File: src/rtl/led_pkg.sv
// Shared encodings for the RGB LED demo: working modes, one-hot colours and button roles.
package led_pkg;
  localparam logic       MODE_SR   = 1'b0;
  localparam logic       MODE_FS   = 1'b1;
  localparam logic [2:0] COLOR_OFF = 3'b000;
  localparam logic [2:0] COLOR_R   = 3'b001;
  localparam logic [2:0] COLOR_G   = 3'b010;
  localparam logic [2:0] COLOR_B   = 3'b100;
  localparam int         BTN_MODE  = 0;
  localparam int         BTN_R     = 1;
  localparam int         BTN_G     = 2;
  localparam int         BTN_B     = 3;

  // Colour request resolution: R beats G beats B; re-requesting the active colour turns it off.
  function automatic logic [2:0] next_color(input logic [2:0] cur, input logic r, g, b);
    logic [2:0] req;
    req = r ? COLOR_R : g ? COLOR_G : b ? COLOR_B : COLOR_OFF;
    if (req == COLOR_OFF) return cur;
    return (cur == req) ? COLOR_OFF : req;
  endfunction
endpackage

File: src/rtl/led_mode_ctrl_if.sv
// Button inputs and mode/colour outputs of the LED controller, grouped as one bus.
interface led_mode_ctrl_if #(parameter int NB_BTN = 4);
  logic [NB_BTN-1:0] btn;
  logic [NB_BTN-1:0] btn_pulse;
  logic              mode;
  logic [2:0]        color;
  logic              restart;

  modport master (output btn, input btn_pulse, mode, color, restart);
  modport slave  (input btn, output btn_pulse, mode, color, restart);
endinterface

File: src/rtl/led_mode_ctrl_debounce.sv
// One push-button: 2-flop synchroniser, stable-count debounce and rising-edge event.
module btn_debounce #(
  parameter int NB_DB_CNT       = 20,
  parameter int DEBOUNCE_CYCLES = 1_000_000
) (
  input  logic clock,
  input  logic i_reset,
  input  logic btn_i,
  output logic pulse_o
);
  localparam logic [NB_DB_CNT-1:0] TERM = NB_DB_CNT'(DEBOUNCE_CYCLES - 1);

  logic                 sync1_q, sync2_q;
  logic                 db_q, db_d, db_dly_q;
  logic [NB_DB_CNT-1:0] cnt_q, cnt_d;

  // Any return of the synchronised input to the accepted level restarts the count.
  always_comb begin
    db_d  = db_q;
    cnt_d = '0;
    if (sync2_q != db_q) begin
      if (cnt_q == TERM) db_d  = sync2_q;
      else               cnt_d = cnt_q + NB_DB_CNT'(1);
    end
  end

  always_ff @(posedge clock) begin
    if (i_reset) begin
      sync1_q  <= 1'b0;
      sync2_q  <= 1'b0;
      db_q     <= 1'b0;
      db_dly_q <= 1'b0;
      cnt_q    <= '0;
    end else begin
      sync1_q  <= btn_i;
      sync2_q  <= sync1_q;
      db_q     <= db_d;
      db_dly_q <= db_q;
      cnt_q    <= cnt_d;
    end
  end

  assign pulse_o = db_q & ~db_dly_q;
endmodule

File: src/rtl/led_mode_ctrl.sv
// Button front-end plus mode/colour sequencer; restart pulses after any visible state change.
module led_mode_ctrl
  import led_pkg::*;
#(
  parameter int NB_BTN          = 4,
  parameter int NB_DB_CNT       = 20,
  parameter int DEBOUNCE_CYCLES = 1_000_000
) (
  input  logic             clock,
  input  logic             i_reset,
  led_mode_ctrl_if.slave   bus
);
  logic [NB_BTN-1:0] pulse;
  logic              mode_q, mode_d;
  logic [2:0]        color_q, color_d;
  logic              restart_q, restart_d;

  for (genvar i = 0; i < NB_BTN; i++) begin : g_btn
    btn_debounce #(
      .NB_DB_CNT       (NB_DB_CNT),
      .DEBOUNCE_CYCLES (DEBOUNCE_CYCLES)
    ) u_db (
      .clock   (clock),
      .i_reset (i_reset),
      .btn_i   (bus.btn[i]),
      .pulse_o (pulse[i])
    );
  end

  // Restart tracks value change, not event arrival.
  always_comb begin
    mode_d    = mode_q ^ pulse[BTN_MODE];
    color_d   = next_color(color_q, pulse[BTN_R], pulse[BTN_G], pulse[BTN_B]);
    restart_d = (mode_d != mode_q) || (color_d != color_q);
  end

  always_ff @(posedge clock) begin
    if (i_reset) begin
      mode_q    <= MODE_SR;
      color_q   <= COLOR_OFF;
      restart_q <= 1'b0;
    end else begin
      mode_q    <= mode_d;
      color_q   <= color_d;
      restart_q <= restart_d;
    end
  end

  assign bus.btn_pulse = pulse;
  assign bus.mode      = mode_q;
  assign bus.color     = color_q;
  assign bus.restart   = restart_q;
endmodule

File: src/flat_wrapper.sv
// flat-port wrapper written by rule: the top's interface ports become plain ports
module led_mode_ctrl_flat import led_pkg::*;
#(
  parameter int NB_BTN          = 4,
  parameter int NB_DB_CNT       = 20,
  parameter int DEBOUNCE_CYCLES = 1_000_000
)
  (clock, i_reset, bus_btn, bus_btn_pulse, bus_mode, bus_color, bus_restart);
  led_mode_ctrl_if #(.NB_BTN(NB_BTN)) bus_i ();
  input  logic clock;
  input  logic i_reset;
  input wire logic [$bits(bus_i.btn)-1:0] bus_btn;
  output wire logic [$bits(bus_i.btn_pulse)-1:0] bus_btn_pulse;
  output wire logic [$bits(bus_i.mode)-1:0] bus_mode;
  output wire logic [$bits(bus_i.color)-1:0] bus_color;
  output wire logic [$bits(bus_i.restart)-1:0] bus_restart;
  assign bus_i.btn = bus_btn;
  assign bus_btn_pulse = bus_i.btn_pulse;
  assign bus_mode = bus_i.mode;
  assign bus_color = bus_i.color;
  assign bus_restart = bus_i.restart;
  led_mode_ctrl #(.NB_BTN(NB_BTN), .NB_DB_CNT(NB_DB_CNT), .DEBOUNCE_CYCLES(DEBOUNCE_CYCLES)) u_core (.clock(clock), .i_reset(i_reset), .bus(bus_i));
endmodule
File: config.mk
export PLATFORM = sky130hd
export DESIGN_NAME = led_mode_ctrl_flat
export DESIGN_NICKNAME = d
export VERILOG_FILES = /design/src/rtl/led_pkg.sv /design/src/rtl/led_mode_ctrl_if.sv /design/src/rtl/led_mode_ctrl_debounce.sv /design/src/rtl/led_mode_ctrl.sv /design/src/flat_wrapper.sv
export SDC_FILE = /design/constraint.sdc
export NUM_CORES = 1
export LEC_CHECK = 0
export BUFFER_PORTS_ARGS = -buffer_cell sky130_fd_sc_hd__buf_2
export CAP_MARGIN = 0
export CORE_MARGIN = 2
export CORE_UTILIZATION = 45
export DETAILED_ROUTE_END_ITERATION = 10
export HOLD_SLACK_MARGIN = 0.1
export PLACE_DENSITY = 0.61
export SETUP_SLACK_MARGIN = 0.15
export SYNTH_ARGS = -nofsm -noshare
export SYNTH_HDL_FRONTEND = slang
export SYNTH_SLANG_ARGS = --single-unit
File: constraint.sdc
create_clock -name clock -period 2.9 [get_ports clock]
set_clock_uncertainty 0.15 [all_clocks]
set_input_delay 0.145 -clock clock [delete_from_list [all_inputs] [get_ports clock]]
set_output_delay 0.145 -clock clock [all_outputs]
set_load 0.005 [all_outputs]
Word level (Yosys, flattened, before mapping) --
Index checks and enable logic that the tools add are counted. W data, S select, Z words.
Storage, ports and cells: word-level logic and storage cells 68, flip-flop bits (word level) 101, bits of input ports 6, output and inout port bits 9
Cells by class: reductions and logical operators 10, add/sub/neg operators 4, equal/unequal tests 11, multiplexer cells 7, bitwise logic cells 13
Operators by type and width (count):
- $add A20 B1 Y20 const B | 4
- $eq A20 B20 Y1 const B | 4
- $mux W3 | 6
- $reduce_or A3 Y1 | 4
- $not A1 Y1 | 8
- $reduce_and A2 Y1 | 4
- $ne A1 B1 Y1 | 5
- $and A1 B1 Y1 | 4
- $eq A3 B3 Y1 | 1
- $logic_not A3 Y1 | 1
- $ne A3 B3 Y1 | 1
- $logic_or A1 B1 Y1 | 1
- $mux W1 | 1
- $xor A1 B1 Y1 | 1

Logic depth before layout (Yosys ltp) --
word-level depth 10, gate-level depth with buffers 6, depth with buffers taken out 5

Cells and area by module --
From an unflattened synthesis, not the netlist that was laid out.
Unflattened totals: cell total of the unflattened synthesis 495, area, all modules 4471.8 um^2
Modules (own cells, without submodules):
- btn_debounce | instances 4, seq. area each 480.5 um^2, cells an instance 116, area an instance 1051.0 um^2
- led_mode_ctrl | instances 1, seq. area each 100.1 um^2, cells an instance 31, area an instance 267.8 um^2

Worst setup path before layout --
No wires, ideal clock.
kind register to register, start point register u_core.g_btn[0].u_db.cnt_q[0], end point register u_core.g_btn[0].u_db.cnt_q[18], data arrival time 1.780 ns, clock period less this slack 2.000 ns, path buffers 1, slack 0.900 ns, setup time 0.070 ns, required time 2.680 ns, stages on the path, launching flop included 7, cells stage by stage dfxtp_1 -> ha_1 -> nand2_1 -> or4_1 -> clkbuf_1 -> or3_1 -> a21oi_1
On the way: cells in the longest elaborated chain, start to end 2, elaborated cells between the ends (all ways) 3, those cells by class 1 x add/sub; 1 x eq/ne; 1 x reduce/logical
Ends and longest elaborated chain:
- start: declaration | line led_mode_ctrl_debounce.sv:15 | logic [NB_DB_CNT-1:0] cnt_q, cnt_d;
- start signal: assignment | line led_mode_ctrl_debounce.sv:39 | cnt_q <= cnt_d;
- parallel branches: the longest is 2 deep, another holds $add A20 B1 Y20
Parallel ways; which one is timed is not known. A chain may end at the register's enable or synchronous reset.

Worst setup path in the final report --
start point register u_core.g_btn[0].u_db.cnt_q[13], end point register u_core.g_btn[0].u_db.cnt_q[2]
On the way: cells in the longest elaborated chain, start to end 2
Ends and longest elaborated chain:
- $eq A20 B20 Y1 | line led_mode_ctrl_debounce.sv:22 | if (cnt_q == TERM) db_d = sync2_q;
- $reduce_or A3 Y1 (no source line)
Every way passes these cells.

==> metrics <==
Max clock buf depth 2; final setup violation count 0; number of global-route vias before repair 3126; Cell Area, Synth 0.004374 mm^2; Die X 102.6 um; Pre-antenna DRT Iters 8; P_leak 1.490 nW; Critical Path Source Type register; Synth cell types 34; Final Util 0.5166; first-pass GRT wire length 13.61 mm; hold_sp u_core.g_btn[1].u_db.sync1_q; Total GRT Usage 0.1607; Worst Tran Pin Value 463.6 ps; Synth Instances 506; core area 0.009328 mm^2; Hold Crit Depth 1; Post-synth EDFFs 0; IO buf count 14; Final #Nets 532; async set or reset register ratio after synthesis 0; unrepaired setup endpoints after global routing false; area leader, netlist dfxtp_1; Max FO, Critical Path 20; slowest stage cell, crit path or4_1; ANT nets after route 0; WL final 7.911 mm; Die Span Y 102.6 um; hold path endpoint u_core.g_btn[1].u_db.sync2_q; CP bufs+invs 1; Vias/cell 5.302; Initial Util 0.4689; Residual DRC 3; Clk Latency, worst-skew pair 360 ps; status finished, violations left; Final WS setup 691.0 ps; wire per inst 12.08 um; vias 3473; top cells by area, synth dfxtp_1 46%, nor2_1 5.1%, xnor2_1 4.8%; slew margin rel. 0.6909; busiest grt layer met2; layout cells sized above 1 0.07414; Crit Path Category reg -> reg; initial antenna violation count 0; Critical Path AT 2300 ps; CP most frequent cell or4_1; setup TNS 0 ps; IO Count 15; failing checks DRC; capturing point of the worst reg2reg path u_core.g_btn[0].u_db.cnt_q[2]; initial drt markers 80; Final Slew Violations 0; # diodes 0; H-tree levels 3; GR Util met1 0.1980; die footprint 0.01052 mm^2; RR Startpoint u_core.g_btn[0].u_db.cnt_q[13]; Synth top area share 0.4622; Seq/Total Area, Yosys 0.4622; Yosys warning count 0; grt met3 use 0.03864; met2 GRT Util 0.2740; grt total ovfl 0; CP Capture Type register; min cycle time layout 2209 ps; detailed placement HPWL 5.534 mm; reg-to-reg slack, setup 690 ps; Top FF cell, synth dfxtp_1; cell row count 35; Max-cap violations 0; worst vdd ir 0.2378 mV; power density over the cells 483.4 mW/mm^2; Yosys reg bits 101; max incr delay on CP 570 ps; P&R area growth vs syn 10.15%; syn_area_per_cell 8.645 um^2; hold slack 293.4 ps; most common cell in the synthesized netlist dfxtp_1; post-cts resize count 0; worst-path cell chain or4_1, or4_1, o21ai_1, buf_4, nor2_1; Placer Congestion 0.7800; CTS sink cnt 101; FMAX 452.7 MHz; Final period util 0.7617; top cells by count, synth 101 x dfxtp_1, 59 x nor2_1, 35 x nand3_1; required time worst endpoint 2990 ps; largest net degree at the start of global routing 27; Clock transition at path regs 90 ps; Post-Place Worst Slack 749.6 ps; filler cell count 920; CTS tree done; Hold Vio Cnt, Final 0; Hold WC Path Type reg -> reg; worst reg2reg path depth 5; CTS Root Cell clkbuf_8; CTS Buf Count 9; Crit path max-delay family simple AND/OR/NAND/NOR gates; Post-Syn Nets 516
==> stage by stage <==
step / total power [mW] / std cells / cell area, um^2
floorplan: 1.449 / 506 / 4374
global placement: 1.459 / 632 / 4539
detailed placement: 1.459 / 632 / 4539
CTS: 2.370 / 655 / 4818
global route: 2.417 / 655 / 4818
finish: 2.329 / 655 / 4818
==> metal layers <==
metal / part of all wire / vias up
li1: - / 1807
met1: 0.48 / 1628
met2: 0.48 / 29
met3: 0.025 / 9
met4: 0.015 / 0
met5: 0 / -
==> layout make-up <==
type                    count  area (um^2)  area share
clock buffers              11        151.4     0.03142
flip-flops and latches    101         2022      0.4196
clock inverters             4        47.55    0.009868
inverters                  17        63.81     0.01324
multi-input cells         365         2177      0.4518
well taps                 129        161.4     0.03350
repair buffers             28        195.2     0.04051
==> state kept, by name, indices dropped and copies added (netlist names) <==
register	count
u_core.g_btn.u_db.cnt_q	80
u_core.bus.color	3
u_core.g_btn.u_db.db_dly_q	4
u_core.g_btn.u_db.sync2_q	4
u_core.g_btn.u_db.sync1_q	4
u_core.g_btn.u_db.db_q	4
u_core.bus.mode	1
u_core.bus.restart	1
==> power by group <==
group | total (mW) | switching (mW) | internal [mW]
sequential | 1.40 | 0.00362 | 1.39
clock | 0.896 | 0.457 | 0.439
combinational | 0.0378 | 0.0198 | 0.0180
total | 2.33 | 0.480 | 1.85
==> how the worst max path moves through the flow <==
stage | start | end | slack [ps] | depth (start not counted)
finish | u_core.g_btn[0].u_db.cnt_q[13] | u_core.g_btn[0].u_db.cnt_q[2] | 690 | 5
CTS | u_core.g_btn[0].u_db.cnt_q[13] | u_core.g_btn[0].u_db.cnt_q[2] | 690 | 5
floorplan | u_core.g_btn[0].u_db.cnt_q[0] | u_core.g_btn[0].u_db.cnt_q[18] | 900 | 6
global route | u_core.g_btn[1].u_db.cnt_q[6] | u_core.g_btn[1].u_db.cnt_q[19] | 580 | 4
detailed placement | u_core.g_btn[0].u_db.cnt_q[13] | u_core.g_btn[0].u_db.cnt_q[12] | 750 | 5
global placement | u_core.g_btn[0].u_db.cnt_q[13] | u_core.g_btn[0].u_db.cnt_q[9] | 750 | 5
==> layout by cell type, fill, tap and decap left out, types with 2 or more instances in the layout <==
| master | instances |
|---|---|
| xor2_1 | 24 |
| nor4b_1 | 3 |
| nand3_1 | 35 |
| ha_1 | 4 |
| nor4_1 | 7 |
| o31ai_1 | 10 |
| nor3_1 | 5 |
| o21ai_1 | 4 |
| o21ai_0 | 24 |
| and3_1 | 8 |
| or4b_1 | 2 |
| nand4_1 | 15 |
| nand2_1 | 27 |
| and4_1 | 7 |
| xnor2_1 | 24 |
| or3_1 | 23 |
| buf_2 | 14 |
| nor2b_1 | 17 |
| and2_1 | 3 |
| a21oi_1 | 33 |
| or4_1 | 21 |
| buf_4 | 6 |
| clkbuf_8 | 11 |
| inv_1 | 17 |
| a22oi_1 | 2 |
| clkinv_2 | 2 |
| dfxtp_1 | 101 |
| or3b_2 | 2 |
| dlygate4sd3_1 | 8 |
| nand2b_1 | 2 |
| nor2_1 | 59 |
==> cell families (layout without fill, tap and decap cells) <==
family                   Yosys count  count (layout)  share of synthesized area
AO/OA/AOI/OAI                     73              73                    0.09039
XOR/XNOR                          48              48                    0.09611
adder cells (fa/ha/maj)            4               4                    0.01144
buffers and inverters             40              60                    0.04004
flip-flops                       101             101                     0.4622
AND/OR/NAND/NOR                  240             240                     0.2998
==> worst reg2reg max path, delay by kind of cell, from the launching register on <==
family / cells / cell delay [ps]
flops: 1 / 380
buf+inv: 1 / 250
compound gates: 1 / 140
simple gates: 3 / 1170
==> timing repair <==
| action | CTS | global route |
|---|---|---|
| hold endpoints to repair | 19 | 0 |
| hold buffers | 8 | 0 |
| setup buffers | 0 | 0 |
No activity file was read; power rests on OpenSTA's default activity.
